<file path="config.mk">
export PLATFORM = sky130hd
export DESIGN_NAME = ioblock_cfg_ctrl_flat
export DESIGN_NICKNAME = d
export VERILOG_FILES = /design/src/rtl/ioblock_cfg_pkg.sv /design/src/rtl/ioblock_cfg_ctrl_if.sv /design/src/rtl/ioblock_cfg_shift.sv /design/src/rtl/ioblock_cfg_ctrl.sv /design/src/flat_wrapper.sv
export SDC_FILE = /design/constraint.sdc
export NUM_CORES = 1
export LEC_CHECK = 0
export CAP_MARGIN = 0
export CORE_UTILIZATION = 48
export CTS_CLUSTER_DIAMETER = 100
export DETAILED_ROUTE_END_ITERATION = 10
export PLACE_DENSITY = 0.83
export SYNTH_ARGS = -nofsm -noshare
export SYNTH_HDL_FRONTEND = slang
export SYNTH_SLANG_ARGS = --single-unit
</file>
<file path="constraint.sdc">
create_clock -name IOCLK -period 1.6 [get_ports IOCLK]
set_input_delay 0.32 -clock IOCLK [delete_from_list [all_inputs] [get_ports IOCLK]]
set_output_delay 0.32 -clock IOCLK [all_outputs]
set_load 0.02 [all_outputs]
</file>
<file path="src/rtl/ioblock_cfg_pkg.sv">
// Shared types and constants for the I/O block serial configuration controller.
package ioblock_cfg_pkg;

  typedef enum logic [1:0] {
    StHunt,
    StLoad,
    StCheck,
    StCommit
  } cfg_state_e;

  localparam logic [7:0] SyncDefault = 8'hA5;
  localparam int unsigned BitsPerPad = 3;

  // TSMUX encodings; 2'b11 behaves the same as TsmuxDrive.
  localparam logic [1:0] TsmuxZ     = 2'b00;
  localparam logic [1:0] TsmuxTs    = 2'b01;
  localparam logic [1:0] TsmuxDrive = 2'b10;

endpackage

</file>
<file path="src/rtl/ioblock_cfg_ctrl_if.sv">
// Serial configuration stream and committed pad-control bus.
interface ioblock_cfg_ctrl_if #(
  parameter int unsigned NPADS = 4
);
  logic                 CFG_EN;
  logic                 CFG_DIN;
  logic [2*NPADS-1:0]   TSMUX_O;
  logic [NPADS-1:0]     DORREG_O;
  logic                 CFG_BUSY;
  logic                 CFG_DONE;
  logic                 CFG_ERR;

  modport master (
    output CFG_EN, CFG_DIN,
    input  TSMUX_O, DORREG_O, CFG_BUSY, CFG_DONE, CFG_ERR
  );

  modport slave (
    input  CFG_EN, CFG_DIN,
    output TSMUX_O, DORREG_O, CFG_BUSY, CFG_DONE, CFG_ERR
  );
endinterface

</file>
<file path="src/rtl/ioblock_cfg_shift.sv">
// Shadow shift register for the configuration payload with a running even-parity accumulator.
module ioblock_cfg_shift #(
  parameter int unsigned Width = 12
) (
  input  logic             IOCLK,
  input  logic             RST,
  input  logic             clr_i,
  input  logic             shift_en_i,
  input  logic             din_i,
  output logic [Width-1:0] shadow_o,
  output logic             parity_o
);

  logic [Width-1:0] shadow_q;
  logic             parity_q;

  // First payload bit ends up in the MSB once the whole payload is loaded.
  always_ff @(posedge IOCLK) begin
    if (RST || clr_i) begin
      shadow_q <= '0;
      parity_q <= 1'b0;
    end else if (shift_en_i) begin
      shadow_q <= {shadow_q[Width-2:0], din_i};
      parity_q <= parity_q ^ din_i;
    end
  end

  assign shadow_o = shadow_q;
  assign parity_o = parity_q;

endmodule

</file>
<file path="src/rtl/ioblock_cfg_ctrl.sv">
// Serial configuration controller for a bank of I/O blocks: sync hunt, shadow load, atomic commit.
// Optional trailing even-parity check is enabled by defining PARITY_CHECK_EN.
module ioblock_cfg_ctrl
  import ioblock_cfg_pkg::*;
#(
  parameter int unsigned NPADS = 4,
  parameter logic [7:0]  SYNC  = SyncDefault
) (
  input  logic               IOCLK,
  input  logic               RST,
  ioblock_cfg_ctrl_if.slave  cfg
);

  localparam int unsigned PayloadBits = BitsPerPad * NPADS;
  localparam int unsigned CntW        = $clog2(PayloadBits + 1);
  localparam logic [CntW-1:0] LastCnt = CntW'(PayloadBits - 1);

  cfg_state_e             state_q, state_d;
  logic [CntW-1:0]        cnt_q, cnt_d;
  logic [7:0]             win_q, win_d;
  logic [7:0]             win_shift;
  logic [2*NPADS-1:0]     tsmux_q, tsmux_new;
  logic [NPADS-1:0]       dorreg_q, dorreg_new;
  logic                   done_q;
  logic                   shift_en, shift_clr, commit;
  logic [PayloadBits-1:0] shadow;
  logic                   parity;
`ifdef PARITY_CHECK_EN
  logic                   err_q, err_set;
`else
  logic                   unused_parity;
  assign unused_parity = parity;
`endif

  ioblock_cfg_shift #(
    .Width (PayloadBits)
  ) u_shift (
    .IOCLK      (IOCLK),
    .RST        (RST),
    .clr_i      (shift_clr),
    .shift_en_i (shift_en),
    .din_i      (cfg.CFG_DIN),
    .shadow_o   (shadow),
    .parity_o   (parity)
  );

  // Pad 0 arrived first, so it occupies the top three shadow bits.
  for (genvar i = 0; i < NPADS; i++) begin : g_unpack
    assign tsmux_new[2*i +: 2] = shadow[PayloadBits-1-BitsPerPad*i -: 2];
    assign dorreg_new[i]       = shadow[PayloadBits-3-BitsPerPad*i];
  end

  assign win_shift = {win_q[6:0], cfg.CFG_DIN};

  always_comb begin
    state_d   = state_q;
    cnt_d     = cnt_q;
    win_d     = win_q;
    shift_en  = 1'b0;
    shift_clr = 1'b0;
    commit    = 1'b0;
`ifdef PARITY_CHECK_EN
    err_set   = 1'b0;
`endif
    case (state_q)
      StHunt: begin
        if (cfg.CFG_EN) begin
          win_d = win_shift;
          if (win_shift == SYNC) begin
            state_d   = StLoad;
            cnt_d     = '0;
            shift_clr = 1'b1;
            win_d     = '0;
          end
        end
      end
      StLoad: begin
        if (cfg.CFG_EN) begin
          shift_en = 1'b1;
          cnt_d    = cnt_q + CntW'(1);
          if (cnt_q == LastCnt) begin
`ifdef PARITY_CHECK_EN
            state_d = StCheck;
`else
            state_d = StCommit;
`endif
          end
        end
      end
      StCheck: begin
`ifdef PARITY_CHECK_EN
        if (cfg.CFG_EN) begin
          if (cfg.CFG_DIN == parity) begin
            state_d = StCommit;
          end else begin
            err_set = 1'b1;
            state_d = StHunt;
          end
        end
`else
        state_d = StHunt;
`endif
      end
      StCommit: begin
        commit  = 1'b1;
        state_d = StHunt;
      end
      default: state_d = StHunt;
    endcase
  end

  always_ff @(posedge IOCLK) begin
    if (RST) begin
      state_q  <= StHunt;
      cnt_q    <= '0;
      win_q    <= '0;
      tsmux_q  <= '0;
      dorreg_q <= '0;
      done_q   <= 1'b0;
    end else begin
      state_q <= state_d;
      cnt_q   <= cnt_d;
      win_q   <= win_d;
      done_q  <= commit;
      if (commit) begin
        tsmux_q  <= tsmux_new;
        dorreg_q <= dorreg_new;
      end
    end
  end

`ifdef PARITY_CHECK_EN
  always_ff @(posedge IOCLK) begin
    if (RST) begin
      err_q <= 1'b0;
    end else if (commit) begin
      err_q <= 1'b0;
    end else if (err_set) begin
      err_q <= 1'b1;
    end
  end
  assign cfg.CFG_ERR = err_q;
`else
  assign cfg.CFG_ERR = 1'b0;
`endif

  assign cfg.TSMUX_O  = tsmux_q;
  assign cfg.DORREG_O = dorreg_q;
  assign cfg.CFG_BUSY = (state_q != StHunt);
  assign cfg.CFG_DONE = done_q;

endmodule

</file>
<file path="src/flat_wrapper.sv">
// flat-port wrapper written by rule: the top's interface ports become plain ports
module ioblock_cfg_ctrl_flat import ioblock_cfg_pkg::*;
#(
  parameter int unsigned NPADS = 4,
  parameter logic [7:0]  SYNC  = SyncDefault
)
  (IOCLK, RST, cfg_CFG_EN, cfg_CFG_DIN, cfg_TSMUX_O, cfg_DORREG_O, cfg_CFG_BUSY, cfg_CFG_DONE, cfg_CFG_ERR);
  ioblock_cfg_ctrl_if #(.NPADS(NPADS)) cfg_i ();
  input  logic IOCLK;
  input  logic RST;
  input wire logic [$bits(cfg_i.CFG_EN)-1:0] cfg_CFG_EN;
  input wire logic [$bits(cfg_i.CFG_DIN)-1:0] cfg_CFG_DIN;
  output wire logic [$bits(cfg_i.TSMUX_O)-1:0] cfg_TSMUX_O;
  output wire logic [$bits(cfg_i.DORREG_O)-1:0] cfg_DORREG_O;
  output wire logic [$bits(cfg_i.CFG_BUSY)-1:0] cfg_CFG_BUSY;
  output wire logic [$bits(cfg_i.CFG_DONE)-1:0] cfg_CFG_DONE;
  output wire logic [$bits(cfg_i.CFG_ERR)-1:0] cfg_CFG_ERR;
  assign cfg_i.CFG_EN = cfg_CFG_EN;
  assign cfg_i.CFG_DIN = cfg_CFG_DIN;
  assign cfg_TSMUX_O = cfg_i.TSMUX_O;
  assign cfg_DORREG_O = cfg_i.DORREG_O;
  assign cfg_CFG_BUSY = cfg_i.CFG_BUSY;
  assign cfg_CFG_DONE = cfg_i.CFG_DONE;
  assign cfg_CFG_ERR = cfg_i.CFG_ERR;
  ioblock_cfg_ctrl #(.NPADS(NPADS), .SYNC(SYNC)) u_core (.IOCLK(IOCLK), .RST(RST), .cfg(cfg_i));
endmodule
</file>
# After elaboration in Yosys (flattened, before gate mapping)
# Index checks and enable logic that the tools add are counted.
op_classes:
  n_eq_ne: 9
  add_sub_neg: 1
  n_mux: 16
  n_reduce_logical: 8
op_table:
  columns: ["operator", "n"]
  rows:
  - ["two-way mux 4 bit", 3]
  - ["equality test 8 bit (second input constant)", 1]
  - ["two-way mux 2 bit", 4]
  - ["one-hot mux 4 bit (2 select lines)", 1]
  - ["AND reduction 4 bit", 2]
  - ["two-way mux 7 bit", 1]
  - ["two-way mux 1 bit", 6]
  - ["one-hot mux 2 bit (3 select lines)", 1]
  - ["adder 4 x 1 -> 4 bit (second input constant)", 1]
  - ["equality test 2 bit (second input constant)", 2]
  - ["equality test 4 bit (second input constant)", 1]
  - ["inequality test 2 x 1 -> 1 bit (second input constant)", 2]
  - ["inequality test 2 bit (second input constant)", 2]
  - ["nonzero test 2 bit", 2]
  - ["equality test 2 x 1 -> 1 bit (second input constant)", 1]
  - ["zero test 2 bit", 1]
  - ["AND reduction 2 bit", 1]
  - ["OR reduction 2 bit", 1]
  - ["logical OR 1 bit", 1]
word_totals:
  regBits: 38
  out_inout_bits: 15
  word_cells: 41
  in_bits: 4

# Logic depth before layout (Yosys ltp)
# Gate-level depths: netlist of the first run.
logic_depth:
  depth_word: 5
  depth_mapped: 6

# Cells and area by module
# Synthesis of the first run repeated with hierarchy kept, for this count alone.
hier_totals:
  hier_cells: 175
  area_unflattened_um2: 1630.3
by_module_without_submodules:
  columns: ["module", "area_per_inst_um2", "seq_area_each_um2", "n_inst", "cells_each"]
  rows:
  - ["ioblock_cfg_ctrl", 1118.6, 520.5, 1, 131]
  - ["ioblock_cfg_shift", 511.7, 260.2, 1, 44]

# Worst setup path before layout of the first run
# OpenSTA, ideal clock, no wires.
synth_timing:
  kind: "register -> register"
  start: "reg u_core.state_q[1]"
  end: "reg u_core.win_q[0]"
  required_time_ns: 1.486
  stages_incl_launch_ff: 7
  arrival_ns: 1.461
  setup_time_ns: 0.114
  slack_ns: 0.024
  cell_sequence: "dfxtp_1 buf_6 or3b_1 buf_6 o31ai_4 buf_6 nor2_1"
synth_via:
  elab_chain_len: 2
synth_lines:
  columns: ["element", "line", "rtl"]
  rows:
  - ["start, declared", "ioblock_cfg_ctrl.sv:18", "cfg_state_e state_q, state_d;"]
  - ["start signal, assigned", "ioblock_cfg_ctrl.sv:114", "state_q <= StHunt;"]
  - ["start signal, assigned", "ioblock_cfg_ctrl.sv:121", "state_q <= state_d;"]
  - ["zero test 2 bit", "ioblock_cfg_ctrl.sv:65", "case (state_q)"]
  - ["AND reduction 2 bit (no line)", null, null]
  - ["end signal, assigned", "ioblock_cfg_ctrl.sv:123", "win_q <= win_d;"]
  - ["end, declared", "ioblock_cfg_ctrl.sv:20", "logic [7:0] win_q, win_d;"]
# No other way between the ends.
# A chain may end at the register's enable or synchronous reset.

# Worst setup path after layout of the first run
layout_timing:
  start: "reg u_core.state_q[0]"
  end: "out cfg_CFG_BUSY"
layout_via:
  elab_chain_len: 1
layout_lines:
  columns: ["element", "line", "rtl"]
  rows:
  - ["nonzero test 2 bit", "ioblock_cfg_ctrl.sv:149", "assign cfg.CFG_BUSY = (state_q != StHunt);"]
  - ["end, declared", "flat_wrapper.sv:15", "output wire logic [$bits(cfg_i.CFG_BUSY)-1:0] cfg_CFG_BUSY;"]
# No other way between the ends.

==> out/results.ini, run 1 <==
[synthesis]
syn_nets=181
async_flop_share=0
synth_area_sq_mm=0.00152
yosysWarningCount=0
synth_ff_type=dfxtp_1
synth_cells=176
synth-edff-count=0
avgSynthCellArea_sq_um=8.62
synth.distinct_cells=33
seq_area_frac_synth=0.501
ys_seq_elements=38

[detailed_routing]
vias=1228
drt-vias-per-instance=5.01
drc_errors=0
first_iter_violations=36
postRouteAntennaNets=0
wl_per_cell_um=11.4
wl_um=2790
firstDrtPassIters=4

[die]
rows=20
design.die.area_sq_mm=0.00339
fp.coreArea_sq_mm=0.00303
ios=19
initial_core_util=0.501
dieWidth_um=58.2
die_height_um=58.2

[placement]
place_ws_ns=-0.380
dpl.cell_count=237
gp_congestion=0.786
dp_hpwl_um=1970
portBuffers=17

[grt]
grt_pass1_vias=1074
antenna_found_initial=0
grt_pass1_wl_um=4810
grt_max_degree=21
grt_usage=0.189
globalRoute.totalOverflow=0

[outcome]
status=complete, no violations

[critical_path]
path_buf_inv=2
ff2ff_path_depth=4
worst-path-max-fanout=5
crit_required_ns=1.28
cp-end-kind=primary output
criticalPathCategory=reg -> out
arrival_ns=1.20
worstSetupStartpointType=flip-flop
r2r_slack_ns=0.08
worst_path_largest_cell_delay_ns=0.36
cp.depth=3
crit_chain=inv_1 > nand2_1 > dlygate4sd2_1
crit_family=buffers and inverters
crit_path_top_delay_cell=dfxtp_1

[layout]
drive_above_1_share=0.139
syn2layout_area_growth_pct=22.1
final_cell_mix=nand2_1, dfxtp_1, a21oi_1
fill_cells=267
multi_input_area_sq_um=673
postLayoutCoreUtil=0.612
fin_cells=245
layout_commonest_cell=nand2_1
fin_nets=205
antenna_cells=0
ff_latch_area_sq_um=762

[clocking]
clk_pin_slew_ns=0.11
cts_buffers=5
cts_tree=yes
worstSkewPairLatency_ns=0.35
cts_root_buf=clkbuf_4
cts_setup_buffers=0
htree_levels=2
cts_max_path_buffers=2
clock-sinks=38
cts_hold_buffers=0

[run]
max-cap-violations=0

[timing]
hold_slack_ns=0.460
fin_ws_ns=0.0801
max_freq_ghz=0.658
final.setup_skew_ns=0.00650
setup_viol=0
fin_crit_ns=1.52
slew_viol_final=0
timing.final.crit_share=0.950
hold_violations=0
rsz0062_at_grt=false

[min_path]
min_path_type=reg -> reg
holdPathStages=2

[pwr]
p_leak_nw=0.742
p_per_area_mw_per_mm2=837
ir_drop_mv=0.493

## what timing repair did
item / CTS / global route
setup endpoints to repair: 14 / 18
pin swaps: 0 / 2
resized for setup: 14 / 4
hold endpoints to repair: 0 / 0
## flip-flops by register name, indices dropped and copies added, names as in the netlist
signal	count
u_core.cfg.DORREG_O	4
u_core.win_q	7
u_core.u_shift.shadow_o	12
u_core.cfg.CFG_DONE	1
u_core.cfg.TSMUX_O	8
u_core.state_q	2
u_core.cnt_q	4
## synthesized netlist by cell type, types with 2 or more instances
| cell type | count | area (sq um) |
|---|---|---|
| inv_1 | 5 | 18.8 |
| nor2_1 | 9 | 33.8 |
| clkbuf_1 | 7 | 26.3 |
| dfxtp_1 | 38 | 761 |
| nand2_1 | 50 | 188 |
| mux2i_1 | 8 | 80.1 |
| buf_6 | 3 | 33.8 |
| nor3b_1 | 2 | 15.0 |
| o311ai_0 | 2 | 17.5 |
| a21oi_1 | 26 | 130 |
| o21ai_0 | 2 | 10.0 |
| nand3_1 | 3 | 15.0 |
## power breakdown
part / internal, mW / switching (mW) / total [mW]
combinational: 0.0340 / 0.0349 / 0.0689
clock: 0.211 / 0.320 / 0.532
sequential: 0.949 / 0.00259 / 0.951
## worst reg2reg max path, delay by kind of cell, from the launching register on
family | cells | cell delay [ns]
compound gates | 1 | 0.27
buf+inv | 1 | 0.17
simple gates | 2 | 0.62
flops | 1 | 0.36
## per-layer routing
| layer | wire length [um] | global-route usage | up-vias |
|---|---|---|---|
| met5 | 0 | 0 | - |
| met1 | 1320 | 0.241 | 569 |
| met3 | 101 | 0.0670 | 5 |
| met2 | 1320 | 0.294 | 17 |
| met4 | 51 | 0.0714 | 0 |
| li1 | - | - | 637 |
## logic make-up (layout without fill, tap and decap cells)
logic type / after synthesis / count (layout) / synth area share
simple gates: 75 / 75 / 0.231
flops: 38 / 38 / 0.501
compound gates: 36 / 36 / 0.144
buf+inv: 17 / 42 / 0.0602
mux: 8 / 8 / 0.0528
fa+ha+maj: 1 / 1 / 0.00824
other cells: 1 / 1 / 0.00247
## path summary, 6_finish.rpt
| path | start | end |
|---|---|---|
| worst min register to register | u_core.cfg.DORREG_O[3] | u_core.cfg.DORREG_O[3] |
| worst min-delay path | u_core.cfg.DORREG_O[3] | u_core.cfg.DORREG_O[3] |
| worst max-delay path | u_core.state_q[0] | cfg_CFG_BUSY |
| worst max register to register | u_core.win_q[4] | u_core.win_q[5] |
## layout make-up
class	count	area share
tap	44	0.0297
clock buffer	6	0.0277
timing repair buffer	29	0.151
multi-input combinational	121	0.363
clock inverter	2	0.00675
sequential	38	0.411
inverter	5	0.0101
## per-stage QoR
stage	area [sq um]	total power [mW]	TNS, ns
4_1_cts	1840	1.56	0
2_1_floorplan	1520	1.01	0
3_3_place_gp	1800	1.04	-6.97
5_1_grt	1850	1.61	0
3_5_place_dp	1800	1.04	-7.27
6_report	1850	1.55	0
Power figures use the tool's default switching activity.
==> run 2: changes to the inputs <==
--- a/config.mk
+++ b/config.mk
@@ -7,9 +7,9 @@
 export LEC_CHECK = 0
 export CAP_MARGIN = 0
 export CORE_UTILIZATION = 48
-export CTS_CLUSTER_DIAMETER = 100
 export DETAILED_ROUTE_END_ITERATION = 10
 export PLACE_DENSITY = 0.83
+export SLEW_MARGIN = 20
 export SYNTH_ARGS = -nofsm -noshare
 export SYNTH_HDL_FRONTEND = slang
 export SYNTH_SLANG_ARGS = --single-unit
==> results of run 2 <==
Same layout as run 1: the final DEF is identical, and so are final timing and power.
==> run 3: changes to the inputs <==
--- a/config.mk
+++ b/config.mk
@@ -9,6 +9,7 @@
 export CORE_UTILIZATION = 48
 export DETAILED_ROUTE_END_ITERATION = 10
 export PLACE_DENSITY = 0.83
+export SKIP_LAST_GASP = 1
 export SLEW_MARGIN = 20
 export SYNTH_ARGS = -nofsm -noshare
 export SYNTH_HDL_FRONTEND = slang
==> results of run 3 <==
Same layout as run 1: the final DEF is identical, and so are final timing and power.
